--- src/rtl/irq_gen.sv ---
// irq_gen - interrupt conditioning between peripheral sources and the core.
//
// Each of NUM_IRQ lines is synchronised, then conditioned according to its
// 2-bit mode (00 level-high, 01 level-low, 10 rising edge, 11 falling edge).
// Edge lines latch a sticky pending bit, which is cleared by write-1-clear.
// They also flag an overrun when an event arrives on a line that is already
// pending. MASK gates only the IRQ outputs, never the pending state.
//
// Ports:
//   CLK       system clock, all state on rising edge
//   PORESETn  asynchronous active-low reset
//   IRQ_IN    raw interrupt sources               [NUM_IRQ]
//   MODE      per-line mode, bits [2n+1:2n]       [2*NUM_IRQ]
//   MASK      1 = line enabled to core            [NUM_IRQ]
//   SW_SET    one-cycle software set pulse        [NUM_IRQ]
//   CLR       one-cycle write-1-clear pulse       [NUM_IRQ]
//   PENDING   registered pending status           [NUM_IRQ]
//   OVERRUN   sticky lost-edge flag               [NUM_IRQ]
//   IRQ       PENDING & MASK                      [NUM_IRQ]
//   ANY       OR-reduction of IRQ
module irq_gen #(
  parameter int NUM_IRQ     = 64,
  parameter int SYNC_STAGES = 2
) (
  input  logic                   CLK,
  input  logic                   PORESETn,
  input  logic [NUM_IRQ-1:0]     IRQ_IN,
  input  logic [2*NUM_IRQ-1:0]   MODE,
  input  logic [NUM_IRQ-1:0]     MASK,
  input  logic [NUM_IRQ-1:0]     SW_SET,
  input  logic [NUM_IRQ-1:0]     CLR,
  output logic [NUM_IRQ-1:0]     PENDING,
  output logic [NUM_IRQ-1:0]     OVERRUN,
  output logic [NUM_IRQ-1:0]     IRQ,
  output logic                   ANY
);

  generate
    if ((NUM_IRQ % 32) != 0 || NUM_IRQ < 32 || NUM_IRQ > 256 ||
        SYNC_STAGES < 0 || SYNC_STAGES > 3) begin : g_param_check
      $error("irq_gen: NUM_IRQ must be a multiple of 32 in 32..256, SYNC_STAGES 0..3");
    end
  endgenerate

  logic [NUM_IRQ-1:0]   irq_s;
  logic [NUM_IRQ-1:0]   prev_q;
  logic [NUM_IRQ-1:0]   pend_q;
  logic [NUM_IRQ-1:0]   ovr_q;
  logic [2*NUM_IRQ-1:0] mode_q;
  logic [SYNC_STAGES:0] prime_q;
  logic                 armed;
  logic [NUM_IRQ-1:0]   mode_chg;
  logic [NUM_IRQ-1:0]   edge_ev;

  generate
    if (SYNC_STAGES == 0) begin : g_nosync
      assign irq_s = IRQ_IN;
    end else begin : g_sync
      logic [NUM_IRQ-1:0] sync_q [SYNC_STAGES];

      always_ff @(posedge CLK or negedge PORESETn) begin
        if (!PORESETn) begin
          for (int i = 0; i < SYNC_STAGES; i++) sync_q[i] <= '0;
        end else begin
          sync_q[0] <= IRQ_IN;
          for (int i = 1; i < SYNC_STAGES; i++) sync_q[i] <= sync_q[i-1];
        end
      end

      assign irq_s = sync_q[SYNC_STAGES-1];
    end
  endgenerate

  // The synchroniser comes out of reset holding zeros. A source held high
  // through reset would otherwise show up as a rising edge once those zeros
  // flush. Edge detection therefore stays off until both the chain and prev
  // hold real samples. With no synchroniser this is the first edge after
  // release.
  always_ff @(posedge CLK or negedge PORESETn) begin
    if (!PORESETn) begin
      prime_q <= '0;
    end else begin
      prime_q[0] <= 1'b1;
      for (int i = 1; i <= SYNC_STAGES; i++) prime_q[i] <= prime_q[i-1];
    end
  end

  assign armed = prime_q[SYNC_STAGES];

  always_comb begin
    mode_chg = '0;
    edge_ev  = '0;
    for (int n = 0; n < NUM_IRQ; n++) begin
      mode_chg[n] = (MODE[2*n +: 2] != mode_q[2*n +: 2]);
      edge_ev[n]  = (armed & (MODE[2*n] ? (~irq_s[n] &  prev_q[n])
                                        : ( irq_s[n] & ~prev_q[n])))
                    | SW_SET[n];
    end
  end

  always_ff @(posedge CLK or negedge PORESETn) begin
    if (!PORESETn) begin
      prev_q <= '0;
      pend_q <= '0;
      ovr_q  <= '0;
      mode_q <= '0;
    end else begin
      prev_q <= irq_s;
      mode_q <= MODE;
      for (int n = 0; n < NUM_IRQ; n++) begin
        if (mode_chg[n]) begin
          // Drop stale state; the new mode is evaluated from the next cycle.
          pend_q[n] <= 1'b0;
          ovr_q[n]  <= 1'b0;
        end else if (!MODE[2*n+1]) begin
          pend_q[n] <= (irq_s[n] ^ MODE[2*n]) | SW_SET[n];
        end else begin
          // An event beats a simultaneous clear so it is never lost.
          if (edge_ev[n])  pend_q[n] <= 1'b1;
          else if (CLR[n]) pend_q[n] <= 1'b0;
          if (edge_ev[n] & pend_q[n] & ~CLR[n]) ovr_q[n] <= 1'b1;
          else if (CLR[n])                      ovr_q[n] <= 1'b0;
        end
      end
    end
  end

  assign PENDING = pend_q;
  assign OVERRUN = ovr_q;
  assign IRQ     = pend_q & MASK;
  assign ANY     = |IRQ;

endmodule

--- config.mk ---
export PLATFORM = sky130hd
export DESIGN_NAME = irq_gen
export DESIGN_NICKNAME = d
export VERILOG_FILES = /design/src/rtl/irq_gen.sv
export SDC_FILE = /design/constraint.sdc
export NUM_CORES = 1
export LEC_CHECK = 0
export ABC_CLOCK_PERIOD_IN_PS = 1400
export BUFFER_PORTS_ARGS = -buffer_cell sky130_fd_sc_hd__buf_2
export CAP_MARGIN = 10
export CORE_ASPECT_RATIO = 0.5
export CORE_MARGIN = 3
export CORE_UTILIZATION = 45
export DETAILED_ROUTE_END_ITERATION = 10
export PLACE_DENSITY = 0.74
export SYNTH_ARGS = -nofsm -noshare
export SYNTH_HDL_FRONTEND = slang
export SYNTH_SLANG_ARGS = --single-unit
--- constraint.sdc ---
create_clock -name CLK -period 1.4 [get_ports CLK]
set_input_delay 0.14 -clock CLK [delete_from_list [all_inputs] [get_ports CLK]]
set_output_delay 0.14 -clock CLK [all_outputs]
set_load 0.1 [all_outputs]
==> results.md, run 1 <==
- Outcome: finished, violations left
- Failing checks: negative setup slack
- Cells after DPL: 3106
- Vias per std cell: 6.01
- Clock Power Share: 34.6%
- Share of layout cells above drive strength 1: 42.2%
- Initial antenna violation count: 21
- Syn Std Cell Area: 19300 µm²
- DRT antenna net count: 0
- Rel. slew slack: 61.4%
- Setup violations, final: 198
- Final routed DRC violation total: 0
- Worst VDD drop: 1.02 mV
- Detailed Place HPWL: 49600 µm
- Reg clk slew, reported paths: 0.07 ns
- Top cells by area, synth: dfrtp_1, xor2_1, nor3_1
- CTS tree: built
- Largest net degree at the start of global routing: 90
- DR iter-0 viols: 2276
- Final worst path period share: 205%
- Width of the die: 299 µm
- Detailed-router iteration count before antenna repair: 6
- Seq/Total Area, Yosys: 58.4%
- Core area: 41400 µm²
- Clk sink count: 451
- Cells after Synth: 1763
- CTS root buf: clkbuf_16
- Flop pwr share: 40.3%
- Drt wl/cell: 25.9 µm
- Finished Core Util: 82.5%
- Crit path launch: PENDING[36]
- # IOs: 579
- Post-Syn Nets: 2149
- Setup repair after global routing missed its margin: true
- Via count: 21700
- WP data arrival: 2.73 ns
- Vias in the first global route: 22700
- Final Hold Fails: 0
- FF-to-FF End: PENDING[22]
- Leak: 15.2 nW
- F_max: 349 MHz
- H-Tree Level Count: 2
- Sw Share: 31.3%
- Layout area overhead: 76.6%
- Worst setup endpoint: ANY
- Slew Limit Fails: 0
- Worst r2r src: prev_q[22]
- CP Launch Type: register
- Comb power frac: 25.1%
- Global-route wire length before repair: 128000 µm
- WL final: 93400 µm
- Power Dens Cells: 1040 nW/µm²
- Total Nets Final: 3372
- FF+latch count, synth: 451
- Reg2Reg Depth: 4
- Die footprint: 45600 µm²
- Initial core utilization: 46.7%
- RePlAce Congestion: 0.955
- Worst endpoint required time: 1.26 ns
- Worst setup path class: reg2out
- GRT overflow: 0
- Final Skew: 0.0344 ns
- Post-synth top area share: 58.4%
- Synthesized area per cell: 11.0 µm²
- Final worst setup slack: -1.47 ns
- I/O Buffers: 578
- Internal: 24.4 mW
- Die Ht: 153 µm
- Crit Path Max Fanout: 2
- Yosys top cell by area: dfrtp_1
- Maxcap violations: 0
- Reg2reg setup slack: -0.38 ns
- Worst slew pin tran: 0.573 ns
- Most common cell after layout, fill and taps aside: buf_2
- Hold_ws: 0.0316 ns
- Minimum clock period: 2.87 ns
- Cts bufs inserted: 41
- Hold Path Class: in2async
- Net Switching: 11.1 mW
- CTS Buffer Depth: 3
- FILL cells: 1981
- Syn. warnings: 0
- Number of distinct library cells after synthesis: 38
- Most frequent cells in the layout: buf_2, dfrtp_1, dlygate4sd3_1
- Clock Latency Late Sink: 0.57 ns
- Row cnt: 52
- Non-Filler Instances: 3607
- CP Capture Type: primary output
- Gr usage total: 35.9%
cells in the mapped netlist (all sizes together):
cell,count
buf,8
o21a,3
or2,14
a21oi,81
and4bb,1
nor4b,1
o31a,35
inv,40
o21ai,107
nand3,3
nor3,166
a22oi,8
clkbuf,3
a31o,1
and4b,1
a21boi,12
or3b,46
o22ai,86
conb,1
nand3b,12
a211oi,35
nand2b,51
o311ai,12
dfrtp,451
nand4,3
nor2b,12
nor2,98
xor2,129
mux2i,34
and2,104
o311a,34
nor4,4
nand2,126
o211ai,29
or4,12
flip-flops by register name, summed over array words and instances, names as in the netlist:
signal,flops
prev_q,64
g_sync.sync_q,64
PENDING,64
irq_s,64
OVERRUN,64
prime_q,3
mode_q,128
power by group through the flow:
stage | clock network (mW) | registers, mW | logic [mW]
floorplan | 0 | 15.6 | 2.09
global placement | 0 | 14.3 | 5.98
detailed placement | 0 | 14.4 | 6.07
CTS | 12.0 | 14.2 | 8.05
global route | 12.9 | 14.3 | 9.23
finish | 12.3 | 14.3 | 8.90
worst min-delay path by stage:
stage | startpoint | end | slack, ns | cells past startpoint
2_1_floorplan | PORESETn | OVERRUN[0] | -0.16 | 0
3_3_place_gp | PORESETn | OVERRUN[46] | 0.01 | 1
3_5_place_dp | PORESETn | OVERRUN[46] | 0.01 | 1
4_1_cts | CLR[18] | PENDING[18] | 0.02 | 4
5_1_grt | PORESETn | g_sync.sync_q[108] | 0.02 | 2
6_report | PORESETn | g_sync.sync_q[108] | 0.03 | 2
worst max-delay path: stages, from the launching register on:
cell,delay (ns)
dfrtp_2,0.42
and2_4,0.15
or4_4,0.60
nor4_4,0.43
buf_4,0.18
nand4_1,0.13
buf_6,0.23
metrics by stage:
| stage | power, mW | setup TNS, ns | setup WS, ns | area, µm² |
|---|---|---|---|---|
| after global routing | 36.5 | -27.39 | -1.54 | 34100 |
| after floorplan | 17.7 | -1.38 | -1.38 | 19600 |
| after CTS | 34.2 | -16.02 | -1.41 | 33100 |
| after global placement | 20.3 | -3.51 | -1.26 | 25700 |
| final | 35.5 | -20.29 | -1.47 | 34100 |
| after detailed placement | 20.5 | -4.63 | -1.30 | 25700 |
logic make-up (layout without fill, tap and decap cells):
group	Yosys count	after routing	share of synthesized area, %
xor+xnor	129	129	5.84
flops	451	451	58.4
buf+inv	51	1306	1.01
compound gates	443	443	15.0
other cells	1	23	0.0194
simple gates	654	654	18.0
mux	34	34	1.76
repair_timing:
| action | 4_1_cts | 5_1_grt |
|---|---|---|
| cloned | 5 | 0 |
| setup endpoints to repair | 239 | 281 |
| hold endpoints to repair | 768 | 0 |
| pin swaps | 77 | 54 |
| hold buffers | 320 | 0 |
| resized for setup | 642 | 235 |
| buffers inserted | 56 | 83 |
layer usage:
| metal | vias up | GRT usage (%) | wire [µm] |
|---|---|---|---|
| met1 | 10500 | 37.8 | 30000 |
| li1 | 8888 | - | - |
| met4 | 2 | 27.7 | 9600 |
| met5 | - | 0 | 9 |
| met3 | 733 | 8.66 | 8300 |
| met2 | 1609 | 62.3 | 45500 |
area by class of cell:
class	instances	area (µm²)	area share, %
Antenna cell	22	55.1	0.161
Clock buffer	61	1220	3.58
Clock inverter	14	176	0.517
Inverter	40	150	0.440
Multi-Input combinational cell	1261	9060	26.5
Sequential cell	451	11400	33.4
Tap cell	567	709	2.08
Timing Repair Buffer	1191	11400	33.3
(Power assumes the default switching activity.)
==> run 2, diff against run 1 <==
- ABC_AREA: default -> 1
- PLACE_DENSITY: 0.74 -> 0.73
==> results.md, run 2 <==
- Initial antenna violation count: 28
- Final worst path period share: 167%
- Cell family with most CP delay: simple AND/OR/NAND/NOR gates
- GRT overflow: 0
- Power Dens Cells: 1070 nW/µm²
- Worst VDD drop: 0.845 mV
- Reg clk slew, reported paths: 0.07 ns
- Total Nets Final: 3980
- WP data arrival: 2.20 ns
- Vias per std cell: 5.41
- CTS root buf: clkbuf_16
- Clock Latency Late Sink: 0.57 ns
- H-Tree Level Count: 2
- Synthesized area per cell: 8.29 µm²
- Synth Area in XOR/XNOR: 4.26%
- Post-synth EDFFs: 0
- Die footprint: 47500 µm²
- Synth Area in Compound Gates: 4.80%
- Setup repair after global routing missed its margin: true
- Count leader, synth: nand2_1
- Initial core utilization: 45.9%
- CTS tree: built
- Via count: 22900
- Hold_ws: 0.0691 ns
- Top cells by area, synth: dfrtp_1, nand2_1, inv_1
- CTS Buffer Depth: 3
- Worst setup path class: reg2out
- Clk sink count: 451
- CP Launch Type: register
- Cts bufs inserted: 42
- WL final: 90500 µm
- WP buf/inv: 2
- CP Capture Type: primary output
- Syn Std Cell Area: 20100 µm²
- Multi-input logic area: 7460 µm²
- Width of the die: 305 µm
- Detailed-router iteration count before antenna repair: 6
- Slowest library cell on the worst path: dfrtp_2
- Post-Synth Adder-Cell Area: 0%
- Minimum clock period: 2.34 ns
- Drt wl/cell: 21.3 µm
- Reg2Reg Depth: 6
- Row cnt: 54
- Min-delay src: SW_SET[5]
- Global-route wire length before repair: 125000 µm
- Post-Syn Nets: 2814
- # IOs: 579
- Core area: 43800 µm²
- DR iter-0 viols: 2058
- Largest net degree at the start of global routing: 50
- DRT antenna net count: 0
- Dominant synthesized flop cell: dfrtp_1
- Failing checks: negative setup slack
- Synth async-reset ratio: 100%
- Final Hold Fails: 0
- Top reg by flops: mode_q
- Worst r2r src: prime_q[2]
- Sequential Area: 11400 µm²
- Seq/Total Area, Yosys: 56.1%
- Post-synth top area share: 56.1%
- Hold Crit Depth: 5
- Rel. slew slack: 55.7%
- FILL cells: 2439
- Cells after Synth: 2428
- RePlAce Congestion: 0.963
- Syn. warnings: 0
- F_max: 427 MHz
- Final routed DRC violation total: 0
- Share of layout cells above drive strength 1: 32.8%
- Most frequent cells after synthesis: nand2_1, inv_1, dfrtp_1
- Outcome: finished, violations left
- CP peak stage delay: 0.51 ns
- Hold Path Class: in2reg
- Mux contribution to synthesized area: 0%
- Most frequent cells in the layout: nand2_1, inv_1, dfrtp_1, buf_2, dlygate4sd3_1
- Layout area overhead: 69.1%
- Max reg flops: 128
- I/O Buffers: 578
- Number of distinct library cells after synthesis: 16
- Final worst setup slack: -0.943 ns
- Most common cell after layout, fill and taps aside: nand2_1
- Finished Core Util: 77.7%
- Largest family of logic cells by synthesized area: simple AND/OR/NAND/NOR gates
- Leak: 17.5 nW
- Final Skew: 0.0355 ns
- CP cell instances: nand2_2, nand4_1, buf_4, nor2_1, nand2_1, nor2_4, nand2_4, buf_12
- Pwr Total: 36.5 mW
- Vias in the first global route: 23700
- Crit path launch: PENDING[36]
- Worst slew pin tran: 0.660 ns
- Gr usage total: 33.8%
- Crit Path Max Fanout: 2
- Slew Limit Fails: 0
- Setup violations, final: 163
- Worst endpoint required time: 1.26 ns
- Maxcap violations: 0
- Detailed Place HPWL: 47300 µm
- Simple-gate share of the synthesized area: 24.3%
- Die Ht: 156 µm
- Yosys top cell by area: dfrtp_1
- FF+latch count, synth: 451
- Crit path depth: 8
-- run 2: cell count changes after synthesis, moves of 35 or more --
cell / change
nand4_1: +76
or3b_2: -46
a211oi_1: -35
xor2_1: -129
xnor2_1: +98
nand2b_1: -51
o22ai_1: -86
a21oi_1: -46
inv_1: +504
nand3_1: +270
nand2_1: +538
nor3_1: -166
and2_1: -102
-- run 2: layout make-up --
class	count	share of cell area, %
diodes	23	0.169
clock buffers	58	3.68
clock inverters	19	0.617
inverters	544	6.39
multi-input cells	1426	21.9
flip-flops and latches	451	33.4
well taps	588	2.16
repair buffers	1129	31.7
-- run 2: final timing paths --
kind,endpoint,slack [ns]
worst max register to register,OVERRUN[28],-0.43
min in group asynchronous,OVERRUN[39],0.19
worst min-delay path,OVERRUN[5],0.07
worst min register to register,irq_s[23],0.34
worst max-delay path,ANY,-0.94
max in group asynchronous,prev_q[8],0.45
-- run 2: kinds of logic after synthesis --
kind of cell    Yosys count
other cells               1
xor+xnor                 98
simple gates           1134
buf+inv                 551
flops                   451
compound gates          193
-- run 2: tightest hold or removal path, stage by stage --
cell     delay, ns
buf_2         0.11
inv_1         0.10
nand2_1       0.06
nand3_1       0.07
a21oi_1       0.08
-- run 2: routing by layer --
layer	vias up	GRT usage, %	share of wire, %
met5	-	0	0.054
met4	8	30.9	11
met3	767	8.18	8.1
met2	1549	58.6	49
met1	10800	34.5	32
li1	9865	-	-
-- run 2: per-stage QoR --
stage | cells | area [µm²] | setup WS (ns) | setup TNS (ns)
6_report | 4238 | 34100 | -0.943 | -15.43
5_1_grt | 4235 | 34000 | -1.03 | -23.66
4_1_cts | 4166 | 32800 | -0.770 | -10.81
3_5_place_dp | 3719 | 25800 | -0.384 | -0.384
3_3_place_gp | 3719 | 25800 | -0.377 | -0.377
2_1_floorplan | 2428 | 20300 | -0.166 | -7.04
-- run 2: what timing repair did --
action | in CTS | in global routing
cloned | 0 | 4
hold endpoints to repair | 637 | 3
hold buffers | 317 | 3
buffers inserted | 66 | 108
setup endpoints to repair | 193 | 192
gates resized for setup | 621 | 243
pin swaps | 59 | 38
-- run 2: power breakdown --
group	internal (mW)	switching, mW	total, mW
sequential	13.7	0.527	14.3
clock	7.04	5.56	12.6
combinational	3.86	5.84	9.69
total	24.6	11.9	36.5
==> run 3, diff against run 2 <==
- ABC_AREA: 1 -> 0
- CORE_MARGIN: 3 -> default
- PLACE_DENSITY: 0.73 -> 0.74
==> results.md, run 3 (same netlist as run 1, synthesis figures left out) <==
- Hold Crit Depth: 4
- Failing checks: negative setup slack
- Reg clk slew, reported paths: 0.08 ns
- I/O Buffers: 578
- Cells after DPL: 3110
- Rel. slew slack: 56.5%
- GRT overflow: 0
- Reg2reg setup slack: -0.45 ns
- Leak: 15.2 nW
- CP Capture Type: primary output
- Outcome: finished, violations left
- Worst setup path class: reg2out
- Setup TNS: -21.10 ns
- Hold Path Class: in2reg
- CP Launch Type: register
- Final routed DRC violation total: 0
- Die Ht: 149 µm
- Max reg flops: 128
- Finished Core Util: 81.1%
- Worst VDD drop: 0.951 mV
- Drt wl/cell: 24.6 µm
- Non-Filler Instances: 3604
- Row cnt: 53
- Dpl cell area: 25700 µm²
- Share of layout cells above drive strength 1: 42.4%
- F_max: 353 MHz
- Detailed Place HPWL: 47800 µm
- Metal-1 WL: 29000 µm
- FILL cells: 2122
- Top reg by flops: mode_q
- Multi-input logic area: 9170 µm²
- Worst slew pin tran: 0.645 ns
- Maxcap violations: 0
- Vias per std cell: 6.00
- Uppermost layer routed: met5
- Minimum clock period: 2.83 ns
- Initial core utilization: 45.8%
- Final Skew: 0.0307 ns
- Sequential Area: 11400 µm²
- Initial antenna violation count: 25
- Total Nets Final: 3358
- Layout area overhead: 76.9%
- Width of the die: 295 µm
- Clk sink count: 451
- Power Dens Cells: 1050 nW/µm²
- Gr usage total: 35.4%
- CTS tree: built
- Detailed-router iteration count before antenna repair: 9
- Global-route wire length before repair: 119000 µm
- Die footprint: 43900 µm²
- Final worst path period share: 202%
- Slew Limit Fails: 0
- Core area: 42200 µm²
- Met2 wire length: 43100 µm
- Post-layout instance area: 34200 µm²
- Most frequent cells in the layout: buf_2, dfrtp_1, dlygate4sd3_1
- RePlAce Congestion: 0.958
- CTS Buffer Depth: 3
- Cts bufs inserted: 42
- Setup repair after global routing missed its margin: true
- Setup violations, final: 227
- Clock Latency Late Sink: 0.57 ns
- Wire length on met3: 7470 µm
- Final worst setup slack: -1.43 ns
- DRT antenna net count: 0
- CTS root buf: clkbuf_16
- Reg2Reg Depth: 5
- WP data arrival: 2.69 ns
- WL final: 88800 µm
- Worst endpoint required time: 1.26 ns
- H-Tree Level Count: 2
- # IOs: 579
- Via count: 21600
- Crit Path Max Fanout: 2
- Vias in the first global route: 21700
- Most common cell after layout, fill and taps aside: buf_2
- Largest net degree at the start of global routing: 54
- Final Hold Fails: 0
- DR iter-0 viols: 2246
run 3: changes by cell type in the layout (fill, tap and decap cells not counted), sizes merged, moves of 46 or more:
cell    before  now
nand3      289    3
nor3         0  166
nand4       79    3
o22ai        0   86
xor2         0  129
o21ai      157  107
inv        525   43
or3b         0   46
buf        805  854
a21oi       35   81
and2         0  104
nand2      664  126
nand2b       0   51
xnor2       98    0
run 3: per-stage QoR:
step                      total power [mW]  setup slack, ns  hold WS [ns]
after floorplan                       17.7            -1.38        -0.156
after global placement                20.3            -1.30        0.0585
after detailed placement              20.4            -1.25        0.0595
after CTS                             34.4            -1.39        0.0136
after global routing                  36.9            -1.48        0.0593
final                                 35.9            -1.43        0.0368
run 3: repair_timing:
action | CTS | global route
setup buffers | 52 | 76
endpoints found under the hold margin | 639 | 0
cloned | 1 | 2
gates resized for setup | 531 | 363
pin swaps | 69 | 58
endpoints found under the setup margin | 261 | 289
hold buffers | 320 | 0
run 3: final timing paths:
path                                    start     endpoint
setup / recovery                  PENDING[62]          ANY
max in group asynchronous            PORESETn  PENDING[57]
hold / removal                        CLR[41]  PENDING[41]
hold reg to reg            g_sync.sync_q[101]    irq_s[37]
setup reg to reg                   prime_q[2]  PENDING[27]
min in group asynchronous            PORESETn    mode_q[7]
run 3: final cells by class:
| cell class | instances | area share [%] |
|---|---|---|
| repair buffers | 1176 | 32.8 |
| clock buffers | 58 | 3.60 |
| inverters | 40 | 0.439 |
| diodes | 22 | 0.161 |
| flip-flops and latches | 451 | 33.4 |
| clock inverters | 19 | 0.721 |
| multi-input cells | 1261 | 26.8 |
| well taps | 577 | 2.11 |
run 3: critical path, cell delays in order, from the launching register on:
cell	delay, ns
dfrtp_4	0.49
and2_4	0.18
or4_4	0.53
nor4_4	0.40
buf_4	0.19
nand4_1	0.13
buf_12	0.21
run 3: power breakdown:
part | total (mW) | internal [mW] | switching (mW)
combinational | 8.82 | 3.80 | 5.02
sequential | 14.3 | 13.7 | 0.583
clock | 12.8 | 7.15 | 5.65
total | 35.9 | 24.6 | 11.3
run 3: per-layer routing:
| layer | up-vias | global-route usage [%] |
|---|---|---|
| li1 | 8854 | - |
| met1 | 10300 | 37.8 |
| met2 | 1657 | 60.8 |
| met3 | 815 | 7.98 |
| met4 | 4 | 28.4 |
| met5 | - | 0 |
